**config.mk**
```make
export PLATFORM = sky130hd
export DESIGN_NAME = q6_11_to_e4m4_pipe
export DESIGN_NICKNAME = d
export VERILOG_FILES = /design/src/rtl/q6_11_to_e4m4_pipe.sv
export SDC_FILE = /design/constraint.sdc
export NUM_CORES = 1
export LEC_CHECK = 0
export CAP_MARGIN = 20
export CORE_ASPECT_RATIO = 0.5
export CORE_MARGIN = 2
export CORE_UTILIZATION = 54
export CTS_BUF_LIST = sky130_fd_sc_hd__clkbuf_8
export CTS_CLUSTER_DIAMETER = 40
export DETAILED_ROUTE_END_ITERATION = 6
export PLACE_DENSITY = 0.79
export REMOVE_ABC_BUFFERS = 1
export SLEW_MARGIN = 20
export SYNTH_ARGS = -nofsm -noshare
export SYNTH_HDL_FRONTEND = slang
export SYNTH_SLANG_ARGS = --single-unit
```
**constraint.sdc**
```tcl
create_clock -name clk -period 3.5 [get_ports clk]
set_clock_uncertainty 0.15 [all_clocks]
set_input_delay 0.525 -clock clk [delete_from_list [all_inputs] [get_ports clk]]
set_output_delay 0.525 -clock clk [all_outputs]
set_load 0.005 [all_outputs]
```
**src/rtl/q6_11_to_e4m4_pipe.sv**
```systemverilog
// Three-stage converter from signed Q6.11 fixed point to E4M4 float (bias 8, exp 0 = zero).
// Stage 1 takes the magnitude, stage 2 normalises, stage 3 rounds and packs.
module q6_11_to_e4m4_pipe #(
  parameter bit ROUND_EN = 1'b1
) (
  input  logic        clk,
  input  logic        rst,
  input  logic        in_valid,
  output logic        in_ready,
  input  logic [17:0] in_q,
  output logic        out_valid,
  input  logic        out_ready,
  output logic [8:0]  out_fp,
  output logic        out_flush,
  output logic        out_inexact
);

  // Handshake: a transfer happens on a side when valid && ready in the same cycle.
  // The whole pipe advances unless the output holds an untaken sample; then every
  // stage (data and valid) holds, and in_ready is low.
  logic advance;
  assign advance  = !out_valid || out_ready;
  assign in_ready = advance;

  // Stage 1 registers
  logic        s1_valid_q, s1_sign_q;
  logic [17:0] s1_mag_q, s1_mag_d;

  assign s1_mag_d = in_q[17] ? 18'(-in_q) : in_q;

  always_ff @(posedge clk or posedge rst) begin
    if (rst) begin
      s1_valid_q <= 1'b0;
      s1_sign_q  <= 1'b0;
      s1_mag_q   <= '0;
    end else if (advance) begin
      s1_valid_q <= in_valid;
      s1_sign_q  <= in_q[17];
      s1_mag_q   <= s1_mag_d;
    end
  end

  // Stage 2: leading-one search; the shift puts the hidden one at bit 17 (dropped)
  logic [4:0]  lead_p;
  logic [16:0] norm;
  logic [3:0]  s2_exp_d;

  always_comb begin
    lead_p = 5'd0;
    for (int i = 0; i < 18; i++) begin
      if (s1_mag_q[i]) lead_p = 5'(i);
    end
    norm     = 17'(s1_mag_q << (5'd17 - lead_p));
    s2_exp_d = 4'(lead_p - 5'd3);
  end

  logic       s2_valid_q, s2_sign_q, s2_rnd_q, s2_stk_q, s2_small_q, s2_zero_q;
  logic [3:0] s2_exp_q, s2_mant_q;

  always_ff @(posedge clk or posedge rst) begin
    if (rst) begin
      s2_valid_q <= 1'b0;
      s2_sign_q  <= 1'b0;
      s2_exp_q   <= '0;
      s2_mant_q  <= '0;
      s2_rnd_q   <= 1'b0;
      s2_stk_q   <= 1'b0;
      s2_small_q <= 1'b0;
      s2_zero_q  <= 1'b0;
    end else if (advance) begin
      s2_valid_q <= s1_valid_q;
      s2_sign_q  <= s1_sign_q;
      s2_exp_q   <= s2_exp_d;
      s2_mant_q  <= norm[16:13];
      s2_rnd_q   <= norm[12];
      s2_stk_q   <= |norm[11:0];
      s2_small_q <= (s1_mag_q < 18'd16);
      s2_zero_q  <= (s1_mag_q == 18'd0);
    end
  end

  // Stage 3: round, pack, flush small magnitudes to an unsigned zero
  logic [4:0] mant_sum;
  logic [8:0] fp_d;
  logic       flush_d, inexact_d;
  logic [3:0] exp_r, mant_r;

  always_comb begin
    mant_sum  = {1'b0, s2_mant_q} + 5'd1;
    exp_r     = s2_exp_q;
    mant_r    = s2_mant_q;
    if (ROUND_EN && s2_rnd_q) begin
      // A carry out of the mantissa bumps the exponent; the top input lands at exp 14
      if (mant_sum[4]) begin
        mant_r = 4'd0;
        exp_r  = s2_exp_q + 4'd1;
      end else begin
        mant_r = mant_sum[3:0];
      end
    end
    fp_d      = {s2_sign_q, exp_r, mant_r};
    flush_d   = 1'b0;
    inexact_d = s2_rnd_q | s2_stk_q;
    if (s2_small_q) begin
      fp_d      = 9'h000;
      flush_d   = !s2_zero_q;
      inexact_d = !s2_zero_q;
    end
  end

  logic       out_valid_q, out_flush_q, out_inexact_q;
  logic [8:0] out_fp_q;

  always_ff @(posedge clk or posedge rst) begin
    if (rst) begin
      out_valid_q   <= 1'b0;
      out_fp_q      <= 9'h000;
      out_flush_q   <= 1'b0;
      out_inexact_q <= 1'b0;
    end else if (advance) begin
      out_valid_q   <= s2_valid_q;
      out_fp_q      <= fp_d;
      out_flush_q   <= flush_d;
      out_inexact_q <= inexact_d;
    end
  end

  assign out_valid   = out_valid_q;
  assign out_fp      = out_fp_q;
  assign out_flush   = out_flush_q;
  assign out_inexact = out_inexact_q;

endmodule

```
# [Yosys cells after proc, flatten, opt, wreduce, memory -nomap -nowiden]
# Index checks and enable logic that the tools add are counted.
[totals] ff_bits=46 out_inout_bits=13 word_cells=53
[classes] add_sub_neg=5 order_cmp=1 shifts=1 n_mux=25 n_bitwise=1 n_reduce_logical=5
[op_table] op="2-to-1 mux 5 bit" count=16
[op_table] op="zero test 18 bit" count=1
[op_table] op="less-than comparator 18 x 5 -> 1 bit (second input constant)" count=1
[op_table] op="2-to-1 mux 18 bit" count=1
[op_table] op="negation 18 bit" count=1
[op_table] op="<< shifter 18 x 5 -> 17 bit" count=1
[op_table] op="2-to-1 mux 4 bit" count=4
[op_table] op="OR reduction 12 bit" count=1
[op_table] op="2-to-1 mux 9 bit" count=1
[op_table] op="adder 4 x 1 -> 5 bit (second input constant)" count=1
[op_table] op="subtractor 5 bit (first input constant)" count=1
[op_table] op="adder 4 x 1 -> 4 bit (second input constant)" count=1
[op_table] op="subtractor 4 x 2 -> 4 bit (second input constant)" count=1
[op_table] op="2-to-1 mux 1 bit" count=3
[op_table] op="zero test 1 bit" count=2
[op_table] op="logical OR 1 bit" count=1
[op_table] op="bitwise OR 1 bit" count=1

# [Depth between registers and ports, before layout]
[depth] ltp_word=20 mapped_depth=14 depth_no_buf=11

# [Worst setup path before layout]
# OpenSTA, ideal clock, no wires.
[synth_path] kind="register to register" startpoint="reg s1_mag_q[8]" endpoint="reg s2_stk_q" setup_ns=0.137 arrival_time_ns=3.383 path_slack_ns=-0.170 path_stages_with_launch=13 n_path_buf=3 period_less_slack_ns=3.670 path_cell_list="dfrtp_1 > clkbuf_1 > o21ai_0 > a311oi_1 > nor2_1 > clkbuf_1 > ha_1 > clkbuf_1 > clkinv_1 > mux4_2 > a2111oi_2 > and4_1 > o221ai_2"
[synth_via] elab_chain_cells=13
[synth_lines] item="start, declared" line_no="27" rtl="logic [17:0] s1_mag_q, s1_mag_d;"
[synth_lines] item="start signal, assigned" line_no="39" rtl="s1_mag_q <= s1_mag_d;"
[synth_lines] item="2-to-1 mux 5 bit (10 in a row)" line_no="51" rtl="if (s1_mag_q[i]) lead_p = 5'(i);"
[synth_lines] item="subtractor 5 bit" line_no="53" rtl="norm = 17'(s1_mag_q << (5'd17 - lead_p));"
[synth_lines] item="<< shifter 18 x 5 -> 17 bit *" line_no="53"
[synth_lines] item="OR reduction 12 bit *" line_no="76" rtl="s2_stk_q <= |norm[11:0];"
[synth_lines] item="end signal, assigned" line_no="76"
[synth_lines] item="end, declared" line_no="57" rtl="logic s2_valid_q, s2_sign_q, s2_rnd_q, s2_stk_q, s2_small_q, s2_zero_q;"
# Mark *: on every way between the ends. The rest lies on a longest branch, timed or not.
# A chain may end at the register's enable or synchronous reset.

# [Final worst setup path]
[layout_path] startpoint="reg s1_mag_q[13]" endpoint="reg s2_stk_q"
[layout_via] elab_chain_cells=8
[layout_lines] item="2-to-1 mux 5 bit (5 in a row)" line_no="51"
[layout_lines] item="subtractor 5 bit" line_no="53"
[layout_lines] item="<< shifter 18 x 5 -> 17 bit *" line_no="53"
[layout_lines] item="OR reduction 12 bit *" line_no="76"
# Marks and branches as above.

==> metrics <==
flops & latches, synth 46; RSZ-0062 raised after global routing no; RD Place Congestion 0.9333; max-slew headroom at the worst pin 0.5489; Async SR Flop Fraction 1.000; buffers from clock root to sink, at most 2; largest fanout on the critical path 7; stage delay of the slowest cell on the critical path 520 ps; count of boundary I/O pins 35; Cell variety after synth 63; effective utilization at floorplan 0.5619; share of cells above drive strength 1 0.1348; die outline area 7019 um2; static leakage 0.001712 uW; number of levels the H-tree was split into 2; CTS tree done; Yosys warning total 0; fin cells 548; overall die width 116.5 um; Max IR drop VDD 328.0 uV; Setup Fix Bufs, Post-CTS 0; commonest non-fill, non-tap cells in the layout sky130_fd_sc_hd__nand2_1, sky130_fd_sc_hd__dfrtp_1, sky130_fd_sc_hd__o21ai_0; most common cell after layout, fill and taps aside sky130_fd_sc_hd__nand2_1; Min-Delay Path Class flip-flop to flip-flop; mean routed wirelength per cell 18.22 um; most used flip-flop cell after synthesis sky130_fd_sc_hd__dfrtp_1; number of global-route vias before repair 3132; post-detailed-routing wire length 9986 um; top achievable clock speed 0.2992 GHz; Layout area overhead 18.97%; # nets final 487; power per unit of standard cell area 804.0 nW/um2; clock network latency to the later pin of the worst-skew pair 310 ps; Sum Neg Setup Slack 0 ps; slew at the pin closest to its max-slew limit 668.2 ps; post-synthesis average cell area 8.136 um2; Syn Std Cell Area 3417 um2; family with the most delay on the worst path simple AND/OR/NAND/NOR gates; Period Utilization, post-route 0.9550; overall global routing resource usage 0.3165; endpoint type of the worst setup path flip-flop; dpl cells 540; number of buffers added by the clock tree synthesis step 5; crit-path cells nor3b_2, or3_1, buf_4, nor4_4, o22ai_1, mux4_2, a2111oi_2, and4_1, o221ai_2; Die Span Y 60.25 um; Syn Inst Count 420; sequential element share of the synthesized area 0.3369; first-pass detailed-route iteration total 5; Slowest cell on crit path sky130_fd_sc_hd__mux4_2; Std-Cell Rows 20; final antenna-violating net count 0; Antenna Cells 0; Final HPWL DP 7709 um; number of buffer and inverter stages on the critical path 1; Crit path arrival time 3370 ps; root buf cell sky130_fd_sc_hd__clkbuf_8; grt total ovfl 0; wire length of the first global-routing pass 16570 um; Final Critical Period 3342 ps; First DRT Iteration DRCs 374; final total power 3268 uW; number of hold violations in the final report 0; number of remaining DRC errors 0; Worst Path Class, Setup flip-flop to flip-flop; Clock transition at path regs 90 ps; via density per instance 6.159; antenna violations before repair 0; fill cell count 506; result of the run finished, final reports clean; maximum number of pins on one net before global-route repair 69; number of enable flip-flop cells after synthesis 0; vias post-DR 3375; type of origin of the critical path flip-flop; Data required, critical path 3520 ps; final setup vio count 0; total clock sinks 46; Core Area 6081 um2; max-slew violations 0; Port Buffers 34; max-cap check violation count 0
registers in the layout, indices dropped and copies added, names as in the netlist, 4 cells and up:
signal / flops
out_fp: 9
s2_exp_q: 4
s1_mag_q: 18
s2_mant_q: 4
Yosys cell counts, types with 4 or more instances:
| cell type | n | area share |
|---|---|---|
| sky130_fd_sc_hd__buf_2 | 4 | 0.0059 |
| sky130_fd_sc_hd__dfrtp_1 | 46 | 0.34 |
| sky130_fd_sc_hd__nor2_1 | 24 | 0.026 |
| sky130_fd_sc_hd__xnor2_1 | 7 | 0.018 |
| sky130_fd_sc_hd__inv_1 | 12 | 0.013 |
| sky130_fd_sc_hd__nand2b_1 | 7 | 0.013 |
| sky130_fd_sc_hd__xor2_1 | 17 | 0.044 |
| sky130_fd_sc_hd__nand3_1 | 10 | 0.015 |
| sky130_fd_sc_hd__nand4_1 | 10 | 0.018 |
| sky130_fd_sc_hd__o211ai_1 | 9 | 0.020 |
| sky130_fd_sc_hd__or3_1 | 7 | 0.013 |
| sky130_fd_sc_hd__buf_1 | 4 | 0.0044 |
| sky130_fd_sc_hd__or2_2 | 4 | 0.0073 |
| sky130_fd_sc_hd__ha_1 | 6 | 0.022 |
| sky130_fd_sc_hd__o21ai_0 | 35 | 0.051 |
| sky130_fd_sc_hd__a21oi_1 | 15 | 0.022 |
| sky130_fd_sc_hd__a22o_1 | 8 | 0.021 |
| sky130_fd_sc_hd__clkbuf_1 | 22 | 0.024 |
| sky130_fd_sc_hd__and3_1 | 4 | 0.0073 |
| sky130_fd_sc_hd__or4_1 | 4 | 0.0088 |
| sky130_fd_sc_hd__mux2i_1 | 7 | 0.021 |
| sky130_fd_sc_hd__nor3_1 | 4 | 0.0059 |
| sky130_fd_sc_hd__o31ai_1 | 12 | 0.026 |
| sky130_fd_sc_hd__nand2_1 | 79 | 0.087 |
| sky130_fd_sc_hd__nor4_1 | 5 | 0.0092 |
stage by stage:
step / utilization / hold slack, ps / setup slack (ps) / cell area [um2]
finish: 0.6685 / 325.8 / 157.5 / 4065
global route: 0.6685 / 361.4 / 7.991 / 4065
floorplan: - / 280.0 / -1134 / 3288
CTS: 0.6663 / 326.9 / 197.2 / 4051
global placement: 0.6519 / 290.4 / 283.2 / 3964
detailed placement: 0.6519 / 306.5 / 213.3 / 3964
cells by family after synthesis:
| logic type | count (synthesis) | synth area share |
|---|---|---|
| simple gates | 171 | 0.2442 |
| compound gates | 115 | 0.2431 |
| buf+inv | 47 | 0.05529 |
| flops | 46 | 0.3369 |
| xor+xnor | 24 | 0.06152 |
| mux | 11 | 0.03698 |
| fa+ha+maj | 6 | 0.02197 |
report_power, final:
part | switching, uW | total (uW) | leakage (uW) | internal [uW]
clock | 194 | 334 | 0.0000483 | 141
combinational | 1100 | 1990 | 0.00111 | 890
sequential | 221 | 946 | 0.000556 | 724
total | 1510 | 3270 | 0.00171 | 1750
routing by layer:
metal	share of wire	up-vias	GRT usage
met5	0	-	0
met4	0.019	0	0.09014
met3	0.078	24	0.06389
met2	0.44	154	0.4842
met1	0.46	1584	0.4557
li1	-	1613	-
layout make-up:
cell class                      instances  area, um2  share of cell area
Tap cell                               88      110.1             0.02709
Sequential cell                        46       1151              0.2832
Inverter                               16      60.06             0.01477
Timing Repair Buffer                   63      558.0              0.1373
Clock inverter                          3      18.77            0.004617
Multi-Input combinational cell        327       2098              0.5162
Clock buffer                            5      68.82             0.01693
tightest hold or removal path: stages (launching register included):
cell                      delay [ps]
sky130_fd_sc_hd__dfrtp_1         350
sky130_fd_sc_hd__nand2_1          50
sky130_fd_sc_hd__nand2_1          50
timing repair:
item	CTS	global route
hold buffers	0	0
endpoints found under the setup margin	0	2
gates resized for setup	0	2
path summary, 6_finish.rpt:
kind | start | endpoint | slack, ps | cells past startpoint
min in group asynchronous | rst | out_fp[6] | 500 | 2
max in group asynchronous | rst | s1_mag_q[2] | 2010 | 3
worst max-delay path | s1_mag_q[13] | s2_stk_q | 160 | 9
worst max register to register | s1_mag_q[13] | s2_stk_q | 160 | 9
worst min register to register | s2_valid_q | s2_valid_q | 330 | 2
worst min-delay path | s2_valid_q | s2_valid_q | 330 | 2
(Power assumes the default switching activity.)
